<file path="src/rtl/hcsr04_meas_sched_pkg.sv">
// hcsr04_sched_pkg: scheduler state encoding, default sizing and counter-width helper
package hcsr04_sched_pkg;

    typedef enum logic [2:0] {IDLE, START, WAIT_LOW, WAIT_HIGH, CAPTURE, GAP} state_t;

    localparam int DIST_W_D      = 22;
    localparam int GAP_CYC_D     = 6_000_000;
    localparam int PERIOD_CYC_D  = 25_000_000;
    localparam int TIMEOUT_CYC_D = 4_000_000;

    // bits needed to hold n-1, never narrower than one bit
    function automatic int cnt_w(input int n);
        return (n > 2) ? $clog2(n) : 1;
    endfunction

endpackage

</file>
<file path="src/rtl/hcsr04_meas_sched_if.sv">
// hcsr04_meas_sched_if: measure/ready/distance handshake between scheduler and hc_sr04 core
interface hcsr04_meas_sched_if
    import hcsr04_sched_pkg::*;
#(
    parameter int DIST_W = DIST_W_D
);
    logic              measure;
    logic              ready;
    logic [DIST_W-1:0] distance;

    modport master (output measure, input ready, input distance);
    modport slave  (input measure, output ready, output distance);
endinterface

</file>
<file path="src/rtl/hcsr04_meas_sched_down_counter.sv">
// sched_down_counter: loadable down-counter that flags expiry while enabled at zero
module sched_down_counter #(
    parameter int             W       = 8,
    parameter logic [W-1:0]   RST_VAL = '0
) (
    input  logic         clk,
    input  logic         rst,
    input  logic         load,
    input  logic [W-1:0] load_val,
    input  logic         en,
    output logic         expired
);
    logic [W-1:0] cnt;

    assign expired = en && (cnt == '0);

    always_ff @(posedge clk or negedge rst)
        if (!rst)
            cnt <= RST_VAL;
        else if (load)
            cnt <= load_val;
        else if (en && cnt != '0)
            cnt <= cnt - 1'b1;
endmodule

</file>
<file path="src/rtl/hcsr04_meas_sched.sv">
// hcsr04_meas_sched: merges single/periodic requests into gapped, timeout-guarded hc_sr04 pings
// Define HCSR04_AVG4_EN to report the mean of the last four samples instead of the raw sample.
module hcsr04_meas_sched
    import hcsr04_sched_pkg::*;
#(
    parameter int                DIST_W      = DIST_W_D,
    parameter int                GAP_CYC     = GAP_CYC_D,
    parameter int                PERIOD_CYC  = PERIOD_CYC_D,
    parameter int                TIMEOUT_CYC = TIMEOUT_CYC_D,
    parameter logic [DIST_W-1:0] NEAR_TH     = DIST_W'('h010000),
    parameter logic [DIST_W-1:0] HYST        = DIST_W'('h001000)
) (
    input  logic                clk,
    input  logic                rst,
    input  logic                req_single,
    input  logic                cont_en,
    hcsr04_meas_sched_if.master core,
    output logic                busy,
    output logic [DIST_W-1:0]   dist_q,
    output logic                dist_valid,
    output logic                near,
    output logic                timeout_err,
    output logic [7:0]          meas_cnt
);
    localparam int PW = cnt_w(PERIOD_CYC);
    localparam int GW = cnt_w(GAP_CYC);
    localparam int TW = cnt_w(TIMEOUT_CYC);
    localparam logic [DIST_W:0] REL_TH = {1'b0, NEAR_TH} + {1'b0, HYST};

    state_t            state, nxt;
    logic              pending, per_exp, gap_exp, tmo_exp, cap, tmo;
    logic [DIST_W-1:0] samp;

    sched_down_counter #(.W(PW), .RST_VAL(PW'(PERIOD_CYC - 1))) u_period (
        .clk(clk), .rst(rst), .load(!cont_en || per_exp), .load_val(PW'(PERIOD_CYC - 1)),
        .en(cont_en), .expired(per_exp)
    );

    sched_down_counter #(.W(GW)) u_gap (
        .clk(clk), .rst(rst), .load(state == CAPTURE || tmo), .load_val(GW'(GAP_CYC - 1)),
        .en(state == GAP), .expired(gap_exp)
    );

    sched_down_counter #(.W(TW)) u_timeout (
        .clk(clk), .rst(rst), .load(state == START), .load_val(TW'(TIMEOUT_CYC - 1)),
        .en(state == WAIT_LOW || state == WAIT_HIGH), .expired(tmo_exp)
    );

    // a ready edge arriving on the expiry cycle still counts as progress
    assign cap          = (state == WAIT_HIGH) && core.ready;
    assign tmo          = tmo_exp && ((state == WAIT_LOW) ? core.ready : !core.ready);
    assign core.measure = (state == START);

`ifdef HCSR04_AVG4_EN
    logic [DIST_W-1:0] h0, h1, h2;
    logic              primed;
    logic [DIST_W+1:0] sum;

    // first sample after reset stands in for the whole history
    assign sum  = primed ? (DIST_W+2)'(core.distance) + (DIST_W+2)'(h0) + (DIST_W+2)'(h1) + (DIST_W+2)'(h2)
                         : {core.distance, 2'b00};
    assign samp = sum[DIST_W+1:2];

    always_ff @(posedge clk or negedge rst)
        if (!rst) begin
            primed <= 1'b0;
            h0     <= '0;
            h1     <= '0;
            h2     <= '0;
        end else if (cap) begin
            primed <= 1'b1;
            h0     <= core.distance;
            h1     <= primed ? h0 : core.distance;
            h2     <= primed ? h1 : core.distance;
        end
`else
    assign samp = core.distance;
`endif

    always_comb begin
        nxt        = state;
        busy       = state inside {START, WAIT_LOW, WAIT_HIGH, CAPTURE};
        dist_valid = (state == CAPTURE);
        case (state)
            IDLE:      nxt = (pending && core.ready) ? START : IDLE;
            START:     nxt = WAIT_LOW;
            WAIT_LOW:  nxt = !core.ready ? WAIT_HIGH : tmo ? GAP : WAIT_LOW;
            WAIT_HIGH: nxt = cap ? CAPTURE : tmo ? GAP : WAIT_HIGH;
            CAPTURE:   nxt = GAP;
            GAP:       nxt = gap_exp ? IDLE : GAP;
            default:   nxt = IDLE;
        endcase
    end

    always_ff @(posedge clk or negedge rst)
        if (!rst) begin
            state       <= IDLE;
            pending     <= 1'b0;
            dist_q      <= '0;
            near        <= 1'b0;
            timeout_err <= 1'b0;
            meas_cnt    <= '0;
        end else begin
            state   <= nxt;
            pending <= (nxt == START) ? 1'b0 : (pending || req_single || per_exp);
            if (cap) begin
                dist_q      <= samp;
                near        <= (samp < NEAR_TH) ? 1'b1 : ({1'b0, samp} >= REL_TH) ? 1'b0 : near;
                meas_cnt    <= meas_cnt + 8'd1;
                timeout_err <= 1'b0;
            end else if (tmo)
                timeout_err <= 1'b1;
        end
endmodule

</file>
<file path="src/flat_wrapper.sv">
// flat-port wrapper written by rule: the top's interface ports become plain ports
module hcsr04_meas_sched_flat import hcsr04_sched_pkg::*;
#(
    parameter int                DIST_W      = DIST_W_D,
    parameter int                GAP_CYC     = GAP_CYC_D,
    parameter int                PERIOD_CYC  = PERIOD_CYC_D,
    parameter int                TIMEOUT_CYC = TIMEOUT_CYC_D,
    parameter logic [DIST_W-1:0] NEAR_TH     = DIST_W'('h010000),
    parameter logic [DIST_W-1:0] HYST        = DIST_W'('h001000)
)
  (clk, rst, req_single, cont_en, busy, dist_q, dist_valid, near, timeout_err, meas_cnt, core_measure, core_ready, core_distance);
  hcsr04_meas_sched_if #(.DIST_W(DIST_W)) core_i ();
  input  logic clk;
  input  logic rst;
  input  logic req_single;
  input  logic cont_en;
  output logic busy;
  output logic [DIST_W-1:0] dist_q;
  output logic dist_valid;
  output logic near;
  output logic timeout_err;
  output logic [7:0] meas_cnt;
  output wire logic [$bits(core_i.measure)-1:0] core_measure;
  input wire logic [$bits(core_i.ready)-1:0] core_ready;
  input wire logic [$bits(core_i.distance)-1:0] core_distance;
  assign core_measure = core_i.measure;
  assign core_i.ready = core_ready;
  assign core_i.distance = core_distance;
  hcsr04_meas_sched #(.DIST_W(DIST_W), .GAP_CYC(GAP_CYC), .PERIOD_CYC(PERIOD_CYC), .TIMEOUT_CYC(TIMEOUT_CYC), .NEAR_TH(NEAR_TH), .HYST(HYST)) u_core (.clk(clk), .rst(rst), .req_single(req_single), .cont_en(cont_en), .core(core_i), .busy(busy), .dist_q(dist_q), .dist_valid(dist_valid), .near(near), .timeout_err(timeout_err), .meas_cnt(meas_cnt));
endmodule
</file>
<file path="config.mk">
export PLATFORM = sky130hd
export DESIGN_NAME = hcsr04_meas_sched_flat
export DESIGN_NICKNAME = d
export VERILOG_FILES = /design/src/rtl/hcsr04_meas_sched_pkg.sv /design/src/rtl/hcsr04_meas_sched_if.sv /design/src/rtl/hcsr04_meas_sched_down_counter.sv /design/src/rtl/hcsr04_meas_sched.sv /design/src/flat_wrapper.sv
export SDC_FILE = /design/constraint.sdc
export NUM_CORES = 1
export LEC_CHECK = 0
export BUFFER_PORTS_ARGS = -buffer_cell sky130_fd_sc_hd__buf_2
export CAP_MARGIN = 20
export CORE_MARGIN = 10
export CORE_UTILIZATION = 45
export DETAILED_ROUTE_END_ITERATION = 8
export GPL_TIMING_DRIVEN = 0
export HOLD_SLACK_MARGIN = 0.08
export PLACE_DENSITY = 0.69
export SKIP_LAST_GASP = 1
export SLEW_MARGIN = 20
export SYNTH_ARGS = -nofsm -noshare
export SYNTH_HDL_FRONTEND = slang
export SYNTH_SLANG_ARGS = --single-unit
</file>
<file path="constraint.sdc">
create_clock -name clk -period 3.85 [get_ports clk]
set_input_delay 0.1925 -clock clk [delete_from_list [all_inputs] [get_ports clk]]
set_output_delay 0.1925 -clock clk [all_outputs]
set_load 0.03 [all_outputs]
</file>
* After elaboration in Yosys (flattened, before gate mapping)
Index checks and enable logic that the tools add are counted.
** Word-level totals
- Flip-flop bits (word level) :: 106
- Bits of input ports :: 27
- Output and inout port bits :: 35
- Word-level logic and storage cells :: 70
** Operators by class
- $add $sub $neg :: 4
- Order comparisons :: 2
- Equal/unequal tests :: 6
- Mux-type cells :: 19
- Reduce and logical (&&, ||, !) cells :: 30
** Operators with widths (count)
- $mux 25 :: 2
- $mux 23 :: 2
- $mux 22 :: 2
- $logic_not 25->1 :: 1
- $reduce_bool 25->1 :: 1
- $sub 25x1->25 const B :: 1
- $logic_not 23->1 :: 1
- $reduce_bool 23->1 :: 1
- $sub 23x1->23 const B :: 1
- $ge 22x17->1 const B :: 1
- $logic_not 22->1 :: 1
- $lt 22x17->1 const B :: 1
- $reduce_bool 22->1 :: 1
- $sub 22x1->22 const B :: 1
- $pmux 3 s6 :: 1
- $mux 3 :: 5
- $reduce_bool 2->1 :: 5
- $logic_and 1x1->1 :: 9
- $add 8x1->8 const B :: 1
- $mux 1 :: 7
- $eq 3x1->1 const B :: 2
- $eq 3x2->1 const B :: 2
- $eq 3x3->1 const B :: 2
- $logic_or 1x1->1 :: 5
- 4 further kinds :: 5

* Logic depth before layout (Yosys ltp)
Gate-level depths: netlist of the first run.
- Depth in word-level cells :: 9
- Mapped depth :: 10
- Gate-level depth less buffers :: 7

* Hierarchy
A second synthesis of the first run with hierarchy kept.
** Unflattened totals
- Cells, all modules :: 676
- Area total of the unflattened synthesis :: 6120.9 µm²
** Modules (own cells, without submodules)
- hcsr04_meas_sched :: instances 1, cells each 172, area each 1626.6 µm², seq. area each 900.9 µm²
- sched_down_counter at u_core.u_period :: instances 1, cells each 191, area each 1614.0 µm², seq. area each 646.9 µm²
- sched_down_counter at u_core.u_gap :: instances 1, cells each 157, area each 1442.6 µm², seq. area each 575.6 µm²
- sched_down_counter at u_core.u_timeout :: instances 1, cells each 156, area each 1437.6 µm², seq. area each 550.5 µm²

* Worst setup path before layout of the first run
No wires, ideal clock.
- Kind :: register to register
- Start :: register u_core.u_period.cnt[0]
- End :: register u_core.u_period.cnt[8]
- Setup time :: 119 ps
- Arrival time :: 2031 ps
- Required time :: 3731 ps
- Path slack :: 1700 ps
- Stages on the path, launching flop included :: 10
- Buffers on the path :: 2
- Clock period less this slack :: 2150 ps
- Cell sequence :: dfstp_2 -> inv_1 -> ha_1 -> or3b_2 -> or2_1 -> buf_2 -> nor4_4 -> nor2b_1 -> buf_6 -> and2_1
** Between the ends
- Longest elaborated chain between the ends :: 4
- Elaborated cells on any way between the ends :: 9
- Those cells by class :: 1 x add/sub; 2 x mux; 6 x reduce/logical
** RTL lines
- start, declared :: RTL line hcsr04_meas_sched_down_counter.sv:13 : logic [W-1:0] cnt;
- start signal, assigned :: RTL line hcsr04_meas_sched_down_counter.sv:21 : cnt <= load_val;
- start signal, assigned :: RTL line hcsr04_meas_sched_down_counter.sv:23 : cnt <= cnt - 1'b1;
- branches (longest 4 deep; another with $sub 25x1->25)
Several ways; the timed one is not identified. The select of a mux whose other input is x is not followed.
A chain may end at the register's enable or synchronous reset.

* Worst setup path in the final report of the first run
- Start :: register u_core.u_timeout.cnt[12]
- End :: register u_core.u_timeout.cnt[8]
** Between the ends
- Longest elaborated chain between the ends :: 3
** RTL lines
- start, declared :: RTL line hcsr04_meas_sched_down_counter.sv:13
- start signal, assigned :: RTL line hcsr04_meas_sched_down_counter.sv:21
- start signal, assigned :: RTL line hcsr04_meas_sched_down_counter.sv:23
- $reduce_bool 22->1 :: RTL line hcsr04_meas_sched_down_counter.sv:22 : else if (en && cnt != '0)
- $logic_and 1x1->1 :: RTL line hcsr04_meas_sched_down_counter.sv:22
- $reduce_bool 2->1 (no source line)
Every way passes these cells.

==> results of run 1 <==
==> cell families after synthesis <==
| group | count (synthesis) | synth area share |
|---|---|---|
| buf+inv | 28 | 0.0242 |
| mux | 7 | 0.0136 |
| compound gates | 66 | 0.0881 |
| simple gates | 279 | 0.263 |
| fa+ha+maj | 5 | 0.0121 |
| xor+xnor | 48 | 0.0814 |
| flops | 106 | 0.517 |
==> cells in the final DEF (no fill, tap or decap), drive strengths merged, types with 6 or more instances in the layout <==
master	n
a21oi	12
or4	13
clkbuf	22
nor3	22
o21ai	15
nand3	14
mux2i	7
inv	8
o31ai	6
dfrtp	89
nor2	40
nand2b	9
dlygate4sd3	24
a21o	6
nand2	125
nand4	6
xnor2	32
buf	69
nor4	18
dfstp	17
or3	12
xor2	16
==> final timing paths <==
check                                     endpoint  slack [ps]                      from  depth (start not counted)
max                        u_core.u_timeout.cnt[8]        1360  u_core.u_timeout.cnt[12]                          5
min                                 u_core.pending         180                req_single                          3
max reg2reg                u_core.u_timeout.cnt[8]        1360  u_core.u_timeout.cnt[12]                          5
min reg2reg                 u_core.u_period.cnt[0]         470    u_core.u_period.cnt[0]                          1
max in group asynchronous  u_core.u_period.cnt[22]        2830                       rst                          3
min in group asynchronous     u_core.u_gap.cnt[19]         330                       rst                          2
==> through the flow <==
stage	utilization	setup slack [ps]	total power [mW]	cells
detailed placement	0.502	1390	1.48	743
CTS	0.549	1380	2.42	783
global route	0.549	1260	2.50	783
finish	0.549	1360	2.40	783
floorplan	-	1700	1.38	539
global placement	0.499	1410	1.46	742
==> repair_timing <==
item | 4_1_cts | 5_1_grt
hold endpoints to repair | 66 | 0
setup endpoints to repair | 0 | 0
hold buffers | 24 | 0
==> registers in the layout, summed over array words and instances, names as in the netlist <==
register / flops
u_core.u_gap.cnt: 23
u_core.meas_cnt: 8
u_core.state: 3
u_core.near: 1
u_core.dist_q: 22
u_core.pending: 1
u_core.u_timeout.cnt: 22
u_core.timeout_err: 1
u_core.u_period.cnt: 25
==> cell type report <==
class | instances | area, µm²
Inverter | 8 | 30.0
Tap cell | 143 | 179
Buffer | 20 | 95.1
Fill cell | 961 | 5100
Multi-Input combinational cell | 405 | 2370
Clock buffer | 10 | 229
Clock inverter | 6 | 67.6
Sequential cell | 106 | 2670
Timing Repair Buffer | 85 | 574
==> power by group <==
| part | total [mW] | internal (mW) | leakage (nW) | switching (mW) |
|---|---|---|---|---|
| clock | 0.921 | 0.506 | 0.139 | 0.415 |
| combinational | 0.260 | 0.105 | 1.36 | 0.154 |
| sequential | 1.22 | 1.17 | 1.31 | 0.0525 |
==> worst max-delay path, stage by stage, from the launching register on <==
cell and delay, ps:
dfrtp_1 430, nor4_1 660, nand4_1 420, o21ai_1 520, or4b_1 210, mux2i_1 170
==> metal layers <==
metal	GRT usage	vias up	part of all wire
li1	-	2080	-
met2	0.236	127	0.47
met3	0.0591	13	0.076
met1	0.187	2034	0.44
met5	0	-	0
met4	0.0516	0	0.012
==> run metrics, run 1 <==
status=completed; arrival time at the worst endpoint=2760 ps; Worst-Margin Slew=707 ps; first-pass GRT wire length=20900 µm; ranking of synthesized cells by area=dfrtp_1 (43%), nand2_1 (9.1%), dfstp_2 (8.6%); WL final=12100 µm; Initial Util=0.456; wire length per cell=15.5 µm; CTS tree=built; core area=11300 µm²; vias in the first global route=4413; row cnt=39; CTS H-tree lvls=3; Vias per Instance=5.43; layout cells sized above 1=0.169; Area growth, synth to finish=20.3%; Die ar.=16200 µm²; Pleak=2.80 nW; die height=127 µm; Clock Pin Slew Worst Setup and Hold Paths=70 ps; Unique masters post-synth=53; Pwr Density=386 nW/µm²; leading cell types by count after synthesis=nand2_1 (125), dfrtp_1 (89), nor2_1 (40); area post-placement=5680 µm²; Sink Count=106; Worst setup SP type=register; Setup crit end kind=register; DRT iter0 DRCs=310; critical path type=register to register; pin count of the biggest net entering global routing=66; worst hold slack=178 ps; VDD IR max=0.000359 V; RSZ-0062 raised after global routing=false; CP required=4120 ps; # Max-Cap Violations=0; top-area cell type share of the netlist area=0.431; setup TNS=0 ps; Post-synth ARST share=1.00; Ys Warns=0; min Tclk post-route=2490 ps; PortBufs=60; Finished Cell Area=6220 µm²; Seq/Total Area, Yosys=0.517; Diodes inserted=0; syn nets=571; Cell Area, Synth=5170 µm²; most frequent cell after synthesis=nand2_1; Setup Viol. Count Final=0; Hold WC Path Type=input pin to register; total number of vias=4254; Final HPWL DP=8200 µm; Max Root-Sink Buffers=2; Synth Flop Type=dfrtp_1; endpoints failing hold=0; GRT Total Usage=0.151; CP Max Fanout=6; final worst path period share=0.646; Yosys top cell by area=dfrtp_1; drt pass-1 iters=4; number of synthesized register bits=106; Post-synth EDFFs=0; GRT overflow=0; initial antenna violation count=0; # Post-CTS Setup Buffers=0; Chip Width=127 µm; syn_area_per_cell=9.59 µm²; worst rel slew slack=0.524; Mapped Cells=539; Post-DRT Antenna Nets=0; nets=667; Max Freq=402 MHz; Max Clock Skew=6.16 ps; # IOs=62; RD Place Congestion=0.808; worst skew pair latency=340 ps; Inserted Clock Buffers=9; DR DRC count=0; Slew Viols, Final=0; clk root buf=clkbuf_16; PostCTS Resize Cnt=0
Power figures use the tool's default switching activity.
==> inputs of run 2 (changes only) <==
clock period = 2.43 ns   (was 3.85 ns; I/O delays follow)
==> run 2 against run 1 <==
Fmax rose by 8.8%. Register-to-register slack got worse by 1200 ps. Die area did not move. Clock skew barely moved. Combinational power rose by 58%. First-iteration DRC count rose by 14%. Worst setup slack got worse by 1200 ps. Via count rose by 1.2%. Sequential share of layout area fell by 0.18 points. Critical path depth rose by 5.
==> run metrics, run 2 (synthesis gave the netlist of run 1 again) <==
status=completed (unchanged); Worst setup SP type=register (unchanged); Pwr Density=609 nW/µm² (was 386 nW/µm²); drt pass-1 iters=5 (was 4); Clock Pin Slew Worst Setup and Hold Paths=70 ps (about the same); Vias per Instance=5.51 (was 5.43); first-pass GRT wire length=21000 µm (was 20900 µm); Placed Instances=743 (unchanged); Setup Viol. Count Final=0 (unchanged); Place WS=-28.1 ps (was 1390 ps); die height=127 µm (unchanged); most common cell after layout, fill and taps aside=nand2_1 (unchanged); Diodes inserted=0 (unchanged); DRT iter0 DRCs=353 (was 310); GRT overflow=0 (unchanged); clk root buf=clkbuf_16 (unchanged); fill count=963 (was 961); top flop regs=u_core.u_period.cnt (25), u_core.u_gap.cnt (23) (unchanged); CTS tree=built (unchanged); worst rel slew slack=0.551 (was 0.524); Hold WC Path Type=input pin to register (unchanged); row cnt=39 (unchanged); wire length per cell=15.5 µm (about the same); Post-DRT Antenna Nets=0 (unchanged); CTS H-tree lvls=3 (unchanged); Final HPWL DP=8200 µm (unchanged); Initial Util=0.456 (unchanged); initial antenna violation count=0 (unchanged); # Max-Cap Violations=0 (unchanged); Worst-Margin Slew=670 ps (was 707 ps); Die ar.=16200 µm² (unchanged); nets=666 (was 667); CP required=2720 ps (was 4120 ps); WL final=12200 µm (was 12100 µm); GRT Total Usage=0.152 (was 0.151); total number of vias=4307 (was 4254); critical path type=register to register (unchanged); # Post-CTS Setup Buffers=0 (unchanged); Inserted Clock Buffers=9 (unchanged); Pleak=2.81 nW (was 2.80 nW); min Tclk post-route=2290 ps (was 2490 ps); arrival time at the worst endpoint=2580 ps (was 2760 ps); Slew Viols, Final=0 (unchanged); final worst path period share=0.941 (was 0.646); CP Max Fanout=10 (was 6); final worst setup slack=144 ps (was 1360 ps); endpoints failing hold=0 (unchanged); Non-Filler Instances=782 (was 783); vias in the first global route=4420 (was 4413); Max Root-Sink Buffers=2 (unchanged); Max Clock Skew=6.24 ps (was 6.16 ps); DR DRC count=0 (unchanged); max reg flops=25 (unchanged); RD Place Congestion=0.808 (unchanged); VDD IR max=0.000570 V (was 0.000359 V); Setup crit end kind=register (unchanged); Chip Width=127 µm (unchanged); RSZ-0062 raised after global routing=true (was false); Area growth, synth to finish=20.8% (was 20.3%); core area=11300 µm² (unchanged); Sink Count=106 (unchanged); most frequent cells in the layout=nand2_1 (125), dfrtp_1 (89), buf_2 (63), nor2_1 (39), xnor2_1 (32) (was nand2_1 (125), dfrtp_1 (89), buf_2 (63), nor2_1 (40), xnor2_1 (32)); pin count of the biggest net entering global routing=66 (unchanged); # IOs=62 (unchanged); total chip power=3.80 mW (was 2.40 mW); layout cells sized above 1=0.178 (was 0.169); Max Freq=437 MHz (was 402 MHz); PortBufs=60 (unchanged); Most flops, register=u_core.u_period.cnt (unchanged); worst skew pair latency=350 ps (was 340 ps)
run 2: where the power goes:
group	internal [mW]	leakage [nW]	switching, mW	total, mW
combinational	0.167	1.36	0.245	0.412
sequential	1.85	1.31	0.0835	1.93
clock	0.801	0.139	0.656	1.46
run 2: stage by stage:
stage	setup TNS, ps	util	cell area (µm²)	hold WS (ps)
after detailed placement	-103	0.502	5680	64.5
after global placement	0	0.499	5650	312
final	0	0.552	6240	103
after global routing	-8.43	0.552	6240	152
after floorplan	0	-	5170	-174
after CTS	0	0.550	6220	94.7
run 2: final timing paths:
path	startpoint	end	slack, ps	cells past startpoint
min in group asynchronous	rst	u_core.u_gap.cnt[19]	250	2
max in group asynchronous	rst	u_core.u_period.cnt[22]	1480	3
setup reg to reg	u_core.u_period.cnt[0]	u_core.u_period.cnt[5]	140	10
hold reg to reg	u_core.u_period.cnt[0]	u_core.u_period.cnt[0]	470	1
hold / removal	req_single	u_core.pending	100	3
setup / recovery	u_core.u_period.cnt[0]	u_core.u_period.cnt[5]	140	10
run 2: final cells by class:
type | count | area (µm²) | share of cell area
flip-flops and latches | 106 | 2670 | 0.428
multi-input cells | 405 | 2400 | 0.384
repair buffers | 85 | 574 | 0.0920
clock buffers | 10 | 229 | 0.0367
well taps | 143 | 179 | 0.0287
plain buffers | 19 | 91.3 | 0.0146
clock inverters | 6 | 67.6 | 0.0108
inverters | 8 | 30.0 | 0.00481
run 2: repair_timing:
item	in CTS	in global routing
pin swaps	0	1
resized for setup	2	5
hold endpoints to repair	66	0
hold buffers	24	0
gates cloned	0	0
setup endpoints to repair	8	32
run 2: critical path: stages (launching register included):
cell     delay (ps)
dfstp_2         390
inv_1            60
ha_1            180
or3b_4          410
or2_1           230
buf_2           200
nor4_4          340
nor2b_1         100
buf_6           140
buf_6           130
nand2_1          60
run 2: layer usage:
layer  wire, µm  up-vias  global-route usage
li1           -     2073                   -
met4        171        0              0.0516
met3        910       16              0.0591
met1       5380     2082               0.188
met5          0        -                   0
met2       5690      136               0.238
==> inputs of run 3 (changes only) <==
SYNTH_HIERARCHICAL = 1   (was not set)
clock period = 2.9 ns   (was 2.43 ns; I/O delays follow)
==> run 3 against run 2 <==
Sequential share of layout area shrank 7.5 points. Clock power is 10% lower. Sequential power grew 34%. Final cell count up 31%. Cell area is 21% higher. Via count grew 28%. Sequential cell count stayed put. Wire length grew 28%. First-iteration DRC count up 14%. Non-clock buffer count is 14 higher. Largest cell class is now multi-input combinational cells. Largest power group unchanged.
==> run metrics, run 3 <==
Area growth, synth to finish=23.6% (was 20.8%); status=completed (unchanged); Seq/Total Area, Yosys=0.437 (was 0.517); Hold WC Path Type=input pin to register (unchanged); die height=137 µm (was 127 µm); Die ar.=18700 µm² (was 16200 µm²); DRT iter0 DRCs=401 (was 353); Clock Pin Slew Worst Setup and Hold Paths=70 ps (about the same); Most flops, register=u_core/u_period/cnt (was u_core.u_period.cnt); syn_area_per_cell=9.05 µm² (was 9.59 µm²); Slew Viols, Final=0 (unchanged); min Tclk post-route=2730 ps (was 2290 ps); layout cells sized above 1=0.198 (was 0.178); Unique masters post-synth=82 (was 53); Ys Warns=6 (was 0); final worst setup slack=169 ps (was 144 ps); worst skew pair latency=350 ps (about the same); CTS H-tree lvls=3 (unchanged); Worst-Margin Slew=952 ps (was 670 ps); Cell Area, Synth=6120 µm² (was 5170 µm²); clk root buf=clkbuf_16 (unchanged); core area=13300 µm² (was 11300 µm²); Vias per Instance=5.42 (was 5.51); Yosys top cell by area=dfrtp_1 (unchanged); # IOs=62 (unchanged); Post-synth EDFFs=0 (unchanged); leading cell types by count after synthesis=nand2_1 (136), dfrtp_1 (89), o21ai_0 (38) (was nand2_1 (125), dfrtp_1 (89), nor2_1 (40)); GRT Total Usage=0.169 (was 0.152); Initial Util=0.460 (was 0.456); Max Freq=366 MHz (was 437 MHz); Chip Width=137 µm (was 127 µm); critical path type=register to register (unchanged); CTS tree=built (unchanged); nets=872 (was 666); max reg flops=25 (unchanged); VDD IR max=0.000405 V (was 0.000570 V); initial antenna violation count=0 (unchanged); RD Place Congestion=0.863 (was 0.808); ranking of synthesized cells by area=dfrtp_1 (36%), nand2_1 (8.3%), dfstp_2 (7.3%) (was dfrtp_1 (43%), nand2_1 (9.1%), dfstp_2 (8.6%)); Finished Cell Area=7560 µm² (was 6240 µm²); PortBufs=61 (was 60); most frequent cell after synthesis=nand2_1 (unchanged); total number of vias=5532 (was 4307); GRT overflow=0 (unchanged); number of synthesized register bits=106 (unchanged); Synth Flop Type=dfrtp_1 (unchanged); Final HPWL DP=10900 µm (was 8200 µm); arrival time at the worst endpoint=3020 ps (was 2580 ps); Inserted Clock Buffers=9 (unchanged); endpoints failing hold=0 (unchanged); pin count of the biggest net entering global routing=59 (was 66); Place WS=-543 ps (was -28.1 ps); Max Clock Skew=4.80 ps (was 6.24 ps); vias in the first global route=5336 (was 4420); Pleak=3.30 nW (was 2.81 nW); Mapped Cells=676 (was 539); CP required=3190 ps (was 2720 ps); WL final=15500 µm (was 12200 µm); row cnt=42 (was 39); Diodes inserted=0 (unchanged); Setup crit end kind=register (unchanged); Worst setup SP type=register (unchanged); top-area cell type share of the netlist area=0.364 (was 0.431); most common cell after layout, fill and taps aside=nand2_1 (unchanged); Pwr Density=855 nW/µm² (was 609 nW/µm²); worst rel slew slack=0.360 (was 0.551); drt pass-1 iters=5 (unchanged); Post-synth ARST share=1.00 (unchanged); final worst path period share=0.942 (was 0.941); Sink Count=106 (unchanged); # Max-Cap Violations=0 (unchanged); first-pass GRT wire length=26200 µm (was 21000 µm); RSZ-0062 raised after global routing=false (was true); CP Max Fanout=10 (unchanged); area post-placement=6940 µm² (was 5680 µm²); wire length per cell=15.2 µm (was 15.5 µm); DR DRC count=0 (unchanged); most frequent cells in the layout=nand2_1 (136), dfrtp_1 (89), conb_1 (70), buf_2 (69), o21ai_0 (38) (was nand2_1 (125), dfrtp_1 (89), buf_2 (63), nor2_1 (39), xnor2_1 (32)); Post-DRT Antenna Nets=0 (unchanged); Max Root-Sink Buffers=2 (unchanged); top flop regs=u_core/u_period/cnt (25), u_core/u_gap/cnt (23) (was u_core.u_period.cnt (25), u_core.u_gap.cnt (23)); Setup Viol. Count Final=0 (unchanged)
[run 3: cell count changes after synthesis, moves of 7 or more]
cell / previous run / this run
nand3_1: 14 / 24
o21ai_1: 3 / 10
xor2_1: 16 / 25
o21ai_0: 12 / 38
nand2_1: 125 / 136
nor3_1: 22 / 15
nor2b_1: 2 / 9
xnor2_1: 32 / 19
o211ai_1: 5 / 12
inv_1: 8 / 16
[run 3: final timing paths]
check | from | end | slack [ps] | depth (start not counted)
setup / recovery | u_core/u_period/cnt[0] | u_core/u_period/cnt[11] | 170 | 10
hold / removal | req_single | u_core/pending | 150 | 3
setup reg to reg | u_core/u_period/cnt[0] | u_core/u_period/cnt[11] | 170 | 10
hold reg to reg | u_core/meas_cnt[7] | u_core/meas_cnt[7] | 470 | 1
max in group asynchronous | rst | u_core/u_period/cnt[21] | 1910 | 3
min in group asynchronous | rst | u_core/u_gap/cnt[4] | 290 | 2
[run 3: cells by family (layout without fill, tap and decap cells)]
group	Yosys count	in the layout	share of synthesized area
and+or+nand+nor	330	330	0.293
other	2	70	0.00123
DFF	106	106	0.437
buffers and inverters	51	152	0.0378
muxes	9	9	0.0155
adders and majority gates	6	6	0.0119
AOI/OAI and AO/OA	128	128	0.141
xor gates and xnor gates	44	44	0.0630
[run 3: power breakdown]
part           leakage [nW]  total [mW]  internal, mW  switching, mW
clock                 0.156        1.31         0.697          0.615
combinational          1.89        2.57         0.990           1.58
sequential             1.26        2.58          2.04          0.543
total                  3.30        6.47          3.73           2.74
[run 3: layout make-up]
cell class                 instances  area, µm²
inverter                          18       71.3
buffer                            31        176
tap                              176        220
clock inverter                     7       90.1
multi-input combinational        587       3520
clock buffer                       9        225
timing repair buffer              87        584
sequential                       106       2670
fill                            1176       5730
[run 3: layer usage]
layer  global-route usage  part of all wire
met5                    0                 0
met4               0.0527             0.017
met2                0.282              0.49
met1                0.215              0.44
met3               0.0352             0.047
[run 3: what timing repair did]
| item | in CTS | in global routing |
|---|---|---|
| buffers inserted | 1 | 1 |
| hold endpoints to repair | 62 | 0 |
| gates resized for setup | 13 | 22 |
| pin swaps | 1 | 3 |
| endpoints found under the setup margin | 50 | 54 |
| hold buffers | 23 | 0 |
[run 3: through the flow]
stage          utilization  hold WS [ps]  power, mW  TNS (ps)  std cells
4_1_cts              0.566           133       6.48      -355       1022
3_3_place_gp         0.519           339       4.97    -14010        981
6_report             0.569           149       6.47         0       1021
5_1_grt              0.569           166       6.94         0       1021
2_1_floorplan            -          -151       4.35         0        744
3_5_place_dp         0.522           116       5.10    -14770        982
[run 3: critical path: stages (launching register included)]
cell	delay (ps)
dfstp_2	550
inv_1	60
ha_1	200
nor4b_1	140
and4b_2	280
and3_1	220
nand2b_2	260
clkinv_2	180
clkbuf_1	430
o211ai_1	220
nand3_1	130
